### config.mk
export PLATFORM = sky130hd
export DESIGN_NAME = exception_ctrl_flat
export DESIGN_NICKNAME = d
export VERILOG_FILES = /design/src/rtl/exc_pkg.sv /design/src/rtl/exception_ctrl_if.sv /design/src/rtl/exc_sysregs.sv /design/src/rtl/exception_ctrl.sv /design/src/flat_wrapper.sv
export SDC_FILE = /design/constraint.sdc
export NUM_CORES = 1
export LEC_CHECK = 0
export BUFFER_PORTS_ARGS = -buffer_cell sky130_fd_sc_hd__buf_2
export CORE_ASPECT_RATIO = 0.8
export CORE_MARGIN = 1.5
export CORE_UTILIZATION = 51
export CTS_CLUSTER_SIZE = 12
export DETAILED_ROUTE_END_ITERATION = 16
export PLACE_DENSITY_LB_ADDON = 0.2
export SYNTH_ARGS = -nofsm -noshare
export SYNTH_HDL_FRONTEND = slang
export SYNTH_HIERARCHICAL = 1
export SYNTH_SLANG_ARGS = --single-unit
### constraint.sdc
create_clock -name clk -period 2.13 [get_ports clk]
set_clock_uncertainty 0.1 [all_clocks]
set_input_delay 0.1065 -clock clk [delete_from_list [all_inputs] [get_ports clk]]
set_output_delay 0.1065 -clock clk [all_outputs]
set_load 0.05 [all_outputs]
### src/rtl/exc_pkg.sv
// Shared types and constants for the exception control stage.
// Holds the FSM state enum, fetch-select encodings and cause codes.
package exc_pkg;

    typedef enum logic [1:0] {
        IDLE    = 2'd0,
        TAKE    = 2'd1,
        HANDLER = 2'd2,
        RETURN  = 2'd3
    } exc_state_t;

    localparam logic [1:0] PC_SEQ = 2'b00;
    localparam logic [1:0] PC_VEC = 2'b01;
    localparam logic [1:0] PC_ELR = 2'b10;

    localparam logic [3:0] IRQ_CODE   = 4'b0001;
    localparam logic [3:0] UNDEF_CODE = 4'b0010;

    localparam int NESTED_BIT = 4;

    localparam logic [1:0] SEL_ELR = 2'b00;
    localparam logic [1:0] SEL_ESR = 2'b01;
    localparam logic [1:0] SEL_ERR = 2'b10;
    localparam logic [1:0] SEL_CNT = 2'b11;

endpackage

### src/rtl/exception_ctrl_if.sv
// Pipeline-facing bundle of the exception stage: memory-stage flags in,
// redirect/flush/MRS data out. master = pipeline side, slave = exception_ctrl.
interface exception_ctrl_if #(
    parameter int N = 64
);
    logic         Exc_M;
    logic [3:0]   EStatus_M;
    logic         ERet_M;
    logic [N-1:0] PC_M;
    logic [1:0]   SysRegSel;
    logic [N-1:0] SysRegData;
    logic         ExcAck;
    logic         Flush;
    logic [1:0]   PCSel;
    logic [N-1:0] ExcPC;
    logic         InHandler;

    modport master (
        output Exc_M, EStatus_M, ERet_M, PC_M, SysRegSel,
        input  SysRegData, ExcAck, Flush, PCSel, ExcPC, InHandler
    );

    modport slave (
        input  Exc_M, EStatus_M, ERet_M, PC_M, SysRegSel,
        output SysRegData, ExcAck, Flush, PCSel, ExcPC, InHandler
    );
endinterface

### src/rtl/exc_sysregs.sv
// Exception system registers ELR/ESR/ERR plus a saturating exception counter.
// Loads take effect on the next edge; MRS read mux is purely combinational.
module exc_sysregs
    import exc_pkg::*;
#(
    parameter int N     = 64,
    parameter int CNT_W = 16
) (
    input  logic         clk,
    input  logic         rst_n,
    input  logic         ld_elr,
    input  logic         ld_cause,
    input  logic         cnt_inc,
    input  logic [N-1:0] elr_in,
    input  logic [N-1:0] esr_in,
    input  logic [N-1:0] err_in,
    input  logic [1:0]   sel,
    output logic [N-1:0] rd_dat,
    output logic [N-1:0] elr
);

    logic [N-1:0]     elr_q, elr_d;
    logic [N-1:0]     esr_q, esr_d;
    logic [N-1:0]     err_q, err_d;
    logic [CNT_W-1:0] cnt_q, cnt_d;

    always_comb begin
        elr_d = elr_q;
        esr_d = esr_q;
        err_d = err_q;
        cnt_d = cnt_q;
        if (ld_elr) begin
            elr_d = elr_in;
        end
        if (ld_cause) begin
            esr_d = esr_in;
            err_d = err_in;
        end
        // Counter sticks at all-ones instead of wrapping back to zero.
        if (cnt_inc && (cnt_q != {CNT_W{1'b1}})) begin
            cnt_d = cnt_q + CNT_W'(1);
        end
    end

    always_ff @(posedge clk or negedge rst_n) begin
        if (!rst_n) begin
            elr_q <= '0;
            esr_q <= '0;
            err_q <= '0;
            cnt_q <= '0;
        end else begin
            elr_q <= elr_d;
            esr_q <= esr_d;
            err_q <= err_d;
            cnt_q <= cnt_d;
        end
    end

    always_comb begin
        rd_dat = '0;
        unique case (sel)
            SEL_ELR: rd_dat = elr_q;
            SEL_ESR: rd_dat = esr_q;
            SEL_ERR: rd_dat = err_q;
            SEL_CNT: rd_dat = N'(cnt_q);
            default: rd_dat = '0;
        endcase
    end

    assign elr = elr_q;

endmodule

### src/rtl/exception_ctrl.sv
// Exception control FSM: captures ELR/ESR/ERR and redirects fetch to the vector or ELR.
// Redirect appears 1 cycle after Exc_M/ERet_M is sampled; inputs are ignored while redirecting.
module exception_ctrl #(
    parameter int           N          = 64,
    parameter logic [N-1:0] EXC_VECTOR = 'hD8,
    parameter logic [3:0]   IRQ_CODE   = 4'b0001,
    parameter int           CNT_W      = 16
) (
    input  logic             clk,
    input  logic             reset,
    exception_ctrl_if.slave  bus
);
    import exc_pkg::*;

    exc_state_t   state_q, state_d;
    logic         ld_elr;
    logic         ld_cause;
    logic [N-1:0] elr_nxt;
    logic [N-1:0] esr_nxt;
    logic [N-1:0] elr;

    // An interrupt returns past the interrupted instruction; a fault re-executes it.
    assign elr_nxt = (bus.EStatus_M == IRQ_CODE) ? (bus.PC_M + N'(4)) : bus.PC_M;

    always_comb begin
        state_d    = state_q;
        ld_elr     = 1'b0;
        ld_cause   = 1'b0;
        esr_nxt    = '0;
        esr_nxt[3:0] = bus.EStatus_M;
        unique case (state_q)
            IDLE: begin
                if (bus.Exc_M) begin
                    ld_elr   = 1'b1;
                    ld_cause = 1'b1;
                    state_d  = TAKE;
                end
            end
            TAKE: state_d = HANDLER;
            HANDLER: begin
                // IRQs are masked in the handler; other faults nest but keep the original ELR.
                if (bus.Exc_M) begin
                    if (bus.EStatus_M != IRQ_CODE) begin
                        ld_cause            = 1'b1;
                        esr_nxt[NESTED_BIT] = 1'b1;
                        state_d             = TAKE;
                    end
                end else if (bus.ERet_M) begin
                    state_d = RETURN;
                end
            end
            RETURN:  state_d = IDLE;
            default: state_d = IDLE;
        endcase
    end

    always_ff @(posedge clk or negedge reset) begin
        if (!reset) begin
            state_q <= IDLE;
        end else begin
            state_q <= state_d;
        end
    end

    exc_sysregs #(
        .N     (N),
        .CNT_W (CNT_W)
    ) u_sysregs (
        .clk      (clk),
        .rst_n    (reset),
        .ld_elr   (ld_elr),
        .ld_cause (ld_cause),
        .cnt_inc  (ld_cause),
        .elr_in   (elr_nxt),
        .esr_in   (esr_nxt),
        .err_in   (bus.PC_M),
        .sel      (bus.SysRegSel),
        .rd_dat   (bus.SysRegData),
        .elr      (elr)
    );

    assign bus.ExcAck    = (state_q == TAKE);
    assign bus.Flush     = (state_q == TAKE) || (state_q == RETURN);
    assign bus.InHandler = (state_q == HANDLER);
    assign bus.PCSel     = (state_q == TAKE)   ? PC_VEC :
                           (state_q == RETURN) ? PC_ELR : PC_SEQ;
    assign bus.ExcPC     = (state_q == TAKE)   ? EXC_VECTOR :
                           (state_q == RETURN) ? elr : '0;

endmodule
### src/flat_wrapper.sv
// flat-port wrapper written by rule: the top's interface ports become plain ports
module exception_ctrl_flat import exc_pkg::*;
#(
    parameter int           N          = 64,
    parameter logic [N-1:0] EXC_VECTOR = 'hD8,
    parameter logic [3:0]   IRQ_CODE   = 4'b0001,
    parameter int           CNT_W      = 16
)
  (clk, reset, bus_Exc_M, bus_EStatus_M, bus_ERet_M, bus_PC_M, bus_SysRegSel, bus_SysRegData, bus_ExcAck, bus_Flush, bus_PCSel, bus_ExcPC, bus_InHandler);
  exception_ctrl_if #(.N(N)) bus_i ();
  input  logic clk;
  input  logic reset;
  input wire logic [$bits(bus_i.Exc_M)-1:0] bus_Exc_M;
  input wire logic [$bits(bus_i.EStatus_M)-1:0] bus_EStatus_M;
  input wire logic [$bits(bus_i.ERet_M)-1:0] bus_ERet_M;
  input wire logic [$bits(bus_i.PC_M)-1:0] bus_PC_M;
  input wire logic [$bits(bus_i.SysRegSel)-1:0] bus_SysRegSel;
  output wire logic [$bits(bus_i.SysRegData)-1:0] bus_SysRegData;
  output wire logic [$bits(bus_i.ExcAck)-1:0] bus_ExcAck;
  output wire logic [$bits(bus_i.Flush)-1:0] bus_Flush;
  output wire logic [$bits(bus_i.PCSel)-1:0] bus_PCSel;
  output wire logic [$bits(bus_i.ExcPC)-1:0] bus_ExcPC;
  output wire logic [$bits(bus_i.InHandler)-1:0] bus_InHandler;
  assign bus_i.Exc_M = bus_Exc_M;
  assign bus_i.EStatus_M = bus_EStatus_M;
  assign bus_i.ERet_M = bus_ERet_M;
  assign bus_i.PC_M = bus_PC_M;
  assign bus_i.SysRegSel = bus_SysRegSel;
  assign bus_SysRegData = bus_i.SysRegData;
  assign bus_ExcAck = bus_i.ExcAck;
  assign bus_Flush = bus_i.Flush;
  assign bus_PCSel = bus_i.PCSel;
  assign bus_ExcPC = bus_i.ExcPC;
  assign bus_InHandler = bus_i.InHandler;
  exception_ctrl #(.N(N), .EXC_VECTOR(EXC_VECTOR), .IRQ_CODE(IRQ_CODE), .CNT_W(CNT_W)) u_core (.clk(clk), .reset(reset), .bus(bus_i));
endmodule
# After elaboration in Yosys (flattened, before gate mapping)
# Cells that the tools add are included.
[op_classes]
n_div = 0
reduce_logical = 5
shift = 0
muxes = 17
eq_ne = 12
addsub = 2
n_lt_le_gt_ge = 0
mul = 0
bitwise_logic = 0
[op_table]
columns = ["operator", "count"]
rows = [
  ["64-bit one-hot mux with 4 select lines", 1],
  ["64-bit two-way mux", 3],
  ["64-bit by 3-bit adder with 64-bit output (second input constant)", 1],
  ["16-bit by 1-bit adder with 16-bit output (second input constant)", 1],
  ["16-bit inequality test (second input constant)", 1],
  ["2-bit two-way mux", 6],
  ["2-bit == test (second input constant)", 4],
  ["2-bit one-hot mux with 4 select lines", 1],
  ["1-bit two-way mux", 5],
  ["2-bit by 1-bit == test with 1-bit output (second input constant)", 2],
  ["4-bit by 1-bit == test with 1-bit output (second input constant)", 1],
  ["2-bit zero test", 2],
  ["4-bit by 1-bit inequality test with 1-bit output (second input constant)", 1],
  ["3-bit by 2-bit inequality test with 1-bit output (second input constant)", 1],
  ["3-bit inequality test (second input constant)", 1],
  ["3-bit AND reduction", 1],
  ["2-bit inequality test (second input constant)", 1],
  ["1-bit one-hot mux with 2 select lines", 1],
  ["1-bit logical AND", 1],
  ["1-bit logical OR", 1],
]
[totals]
elab_cells = 41
latch_bits = 0
output_inout_bits = 133
ramBits = 0
romBits = 0
register_bits = 151
mem_count = 0

# Depth between registers and ports, before layout
[depth]
word_depth = 5
depth_mapped = 8
depth_no_buf = 7

# Cells and area by module
# The synthesis kept the hierarchy.
[by_module_without_submodules]
columns = ["mod", "area_each_um2", "instances", "cells_per_inst"]
rows = [
  ["exc_sysregs", 9217.6, 1, 661],
  ["exception_ctrl", 1954.4, 1, 303],
]

# Least setup slack after synthesis
# No wires, ideal clock.
[synth_timing]
path_type = "reg2reg"
from = "register u_core.state_q[1]"
to = "register u_core.u_sysregs.err_q[10]"
required_time_ps = 1905
synth_period_minus_slack_ps = 2797
n_path_buf = 2
setup_slack_ps = -667
arrival_ps = 2572
setup_time_ps = 125
stages_incl_launch_ff = 7
path_cell_list = "dfrtp_1 -> nor2b_1 -> and3_1 -> or2_2 -> clkbuf_1 -> clkbuf_1 -> mux2_2"
[synth_between]
elab_chain_len = 2
elab_cells_between_ends = 3
cone_classes = "eq/ne (1); mux (1); reduce/logical (1)"
[synth_lines]
columns = ["item", "line", "text"]
rows = [
  ["start, declared", "exception_ctrl.sv:15", "exc_state_t state_q, state_d;"],
  ["start signal, assigned", "exception_ctrl.sv:61", "state_q <= state_d;"],
  ["2-bit == test", "n/a", ""],
  ["net bus_InHandler", "flat_wrapper.sv:23", "output wire logic [$bits(bus_i.InHandler)-1:0] bus_InHandler;"],
  ["1-bit one-hot mux with 2 select lines", "exception_ctrl.sv:31", "unique case (state_q)"],
  ["net u_core.ld_cause", "exception_ctrl.sv:17", "logic ld_cause;"],
  ["end signal, assigned", "exc_sysregs.sv:54", "err_q <= err_d;"],
  ["end, declared", "exc_sysregs.sv:24", "logic [N-1:0] err_q, err_d;"],
]
# The timed path passes the listed nets, and every way through them passes these cells.
# A chain may end at the register's enable or synchronous reset.

# Worst setup path after layout
[layout_timing]
from = "register u_core.state_q[0]"
to = "output bus_PCSel[0]"
[layout_between]
elab_chain_len = 2
[layout_lines]
columns = ["item", "line", "text"]
rows = [
  ["2-bit by 1-bit == test with 1-bit output", "exception_ctrl.sv:85", "assign bus.PCSel = (state_q == TAKE) ? PC_VEC :"],
  ["2-bit two-way mux", "exception_ctrl.sv:85", ""],
  ["end, declared", "flat_wrapper.sv:21", "output wire logic [$bits(bus_i.PCSel)-1:0] bus_PCSel;"],
]
# Every way passes these cells.

==> results.md <==
- Final setup fails: 0
- Worst r2r src: u_core/state_q[0]
- Busiest grt layer: met2
- Max clock buf depth: 3
- Pleak: 7.02 nW
- Seq/Total Area, Yosys: 0.470
- Min-Delay Path Depth: 5
- CTS tree: done
- Final WL: 30800 um
- Hold crit path type: input port to flop
- Register area: 5260 um2
- DR WL/cell: 18.9 um
- CORE AREA: 21500 um2
- Ports: 207
- Seq cells post-synth: 210
- Num Clock Sinks: 210
- Post-Synth Adder-Cell Area: 0.00224
- Via density per instance: 5.51
- CTS buffer count: 23
- Status: finished, final reports clean
- Final hold viol count: 0
- Worst hold endpoint: u_core/u_sysregs/elr[48]
- Reg2reg path depth: 7
- Crit path required time: 1920 ps
- Met1 Use GR: 0.410
- Tot GR Track Use: 0.273
- Tmin final: 2100 ps
- Vias in the first global route: 9077
- Global route overflow: 0
- Met3 Use GR: 0.0330
- Post-synth EDFFs: 0
- Mux contribution to synthesized area: 0.272
- ANT cells: 0
- Die H: 135 um
- Worst Path Arrival: 1890 ps
- Post-place setup slack: -196 ps
- Fin crit share: 0.985
- M2 GR Usage: 0.425
- Critical Path Source Type: flop
- Post-route setup slack: 31.8 ps
- Final setup TNS: 0 ps
- Gpl congestion: 0.879
- Share of layout cells above drive strength 1: 0.409
- Synth cell types: 50
- Row count: 48
- Post-Syn Instances: 964
- Fin cells: 1630
- Clock transition at the registers of the reported paths: 60 ps
- RSZ-0062 raised after global routing: yes
- Area Overhead vs Synth: 31.9%
- Type of the worst setup path: flop to primary output
- DRT Pass-1 Iters: 5
- CTS H-Tree Depth: 1
- Synth async-reset ratio: 1.00
- Post-Synth Simple-Gate Area: 0.138
- Worst-margin pin slew: 594 ps
- Post-CTS Setup Inserts: 0
- Die width: 168 um
- Cell Count Post-Placement: 1521
- Vias: 8978
- HP Start: bus_PC_M[47]
- Yosys warns: 6
- Skew-Pair Late Insertion Delay: 520 ps
- Avg Cell Area, Syn: 11.6 um2
- Root Driver: clkbuf_16
- Worst slew margin: 0.600
- Compound-Gate Fraction of Synth Area: 0.0339
- Area of the multi-input gates: 5930 um2
- Peak VDD IR: 0.747 mV
- Main synth FF type: dfrtp_1
- Max-cap violation count: 0
- Pwr/cell area: 1080 nW/um2
- DRT antenna net count: 0
- Die Area: 22800 um2
- Fin. max-slew vios: 0
- DRT iter0 DRCs: 524
- PortBufs: 206
- Crit. Startpoint: u_core/state_q[0]
- Largest net degree at the start of global routing: 65
- Flop2flop setup slack: 70 ps
- Starting Density: 0.520
- FF-to-FF End: u_core/u_sysregs/cnt_q[14]
- Fillers: 1666
- HPWL after DPL: 20500 um
- Layout Nets: 1419
- DRC: 0
- Max Clk Rate: 477 MHz
- Max FO, Critical Path: 42
- First-pass GRT wire length: 49200 um
- Largest family of logic cells by synthesized area: multiplexers
- Syn Std Cell Area: 11200 um2
- Crit. End Element: primary output
- Initial antenna violation count: 0
- Post-Synth XOR/XNOR Area: 0.0533
-- repair_timing --
| action | 4_1_cts | 5_1_grt |
|---|---|---|
| pin swaps | 0 | 3 |
| hold buffers | 72 | 0 |
| endpoints found under the setup margin | 9 | 56 |
| resized for setup | 2 | 19 |
| endpoints found under the hold margin | 336 | 0 |
-- logic make-up (layout without fill, tap and decap cells) --
family                   Yosys count  after routing
buffers and inverters             72            405
adder cells (fa/ha/maj)            2              2
AO/OA/AOI/OAI                     70             70
AND/OR/NAND/NOR                  282            282
multiplexers                     259            259
other                              1             59
flip-flops                       210            210
XOR/XNOR                          68             68
-- critical path: stages (launching register included) --
cell and delay [ps]:
dfrtp_2 420, clkbuf_8 330, nor2b_1 290, buf_2 310
-- per-layer routing --
layer	vias to the layer above	share of wire
li1	4155	-
met1	4504	0.48
met2	274	0.45
met3	45	0.047
met4	0	0.021
met5	-	0
-- power by group --
part           internal, mW  switching, mW
clock                  2.14           1.58
combinational          2.38           3.49
sequential             5.41          0.937
total                  9.92           6.00
-- flip-flops by register name, summed over array words and instances (netlist names) --
register / count
u_core/u_sysregs/elr: 64
u_core/u_sysregs/err_q: 64
u_core/state_q: 2
u_core/u_sysregs/cnt_q: 16
u_core/u_sysregs/esr_q: 64
-- worst max-delay path by stage --
| stage | end | depth (start not counted) |
|---|---|---|
| after detailed placement | u_core/u_sysregs/elr[63] | 8 |
| final | bus_PCSel[0] | 3 |
| after floorplan | u_core/u_sysregs/elr[45] | 8 |
| after global placement | u_core/u_sysregs/err_q[50] | 7 |
| after global routing | bus_PCSel[0] | 3 |
| after CTS | u_core/u_sysregs/elr[63] | 9 |
-- area by class of cell --
cell class,instances,share of cell area
Multi-Input combinational cell,740,0.402
Sequential cell,210,0.357
Timing Repair Buffer,357,0.169
Clock buffer,33,0.0423
Tap cell,275,0.0233
Clock inverter,4,0.00331
Inverter,11,0.00280
-- stage by stage --
stage	hold WS (ps)	util	cell area, um2	total power, mW
floorplan	-289	-	11400	10.5
global placement	49.9	0.616	13200	11.9
detailed placement	49.9	0.616	13200	12.1
CTS	7.14	0.681	14600	16.0
global route	23.8	0.686	14700	16.7
finish	14.6	0.686	14700	15.9
-- synth_stat cells, types with 5 or more instances --
cell type | instances | area (um2)
dfrtp_1 | 210 | 5260
mux2_2 | 193 | 2170
nand2_1 | 82 | 308
and3_1 | 73 | 457
mux2i_1 | 49 | 490
o21ai_0 | 49 | 245
xor2_1 | 38 | 333
clkbuf_1 | 30 | 113
xnor2_1 | 30 | 263
nand3_1 | 29 | 145
buf_2 | 27 | 135
nor2_1 | 26 | 97.6
mux4_2 | 15 | 338
nand4_1 | 14 | 87.6
nor3_1 | 14 | 70.1
inv_1 | 11 | 41.3
a21oi_1 | 9 | 45.0
and4_1 | 6 | 52.6
nor2b_1 | 5 | 31.3
-- layout by cell type (no fill, tap or decap), drive strengths merged, types with 5 or more instances in the layout --
cell / synthesis / layout
and4: 6 / 6
dfrtp: 210 / 210
dlygate4sd3: 0 / 72
and3: 75 / 75
clkbuf: 30 / 35
nor4: 7 / 7
mux2: 194 / 194
o21ai: 49 / 49
nor2: 26 / 26
nand2: 83 / 83
xor2: 38 / 38
nor2b: 5 / 5
nor3: 17 / 17
conb: 1 / 59
xnor2: 30 / 30
nand4: 15 / 15
nand3: 31 / 31
buf: 31 / 283
inv: 11 / 12
mux4: 16 / 16
mux2i: 49 / 49
a21oi: 9 / 9
No activity file was read; power rests on OpenSTA's default activity.
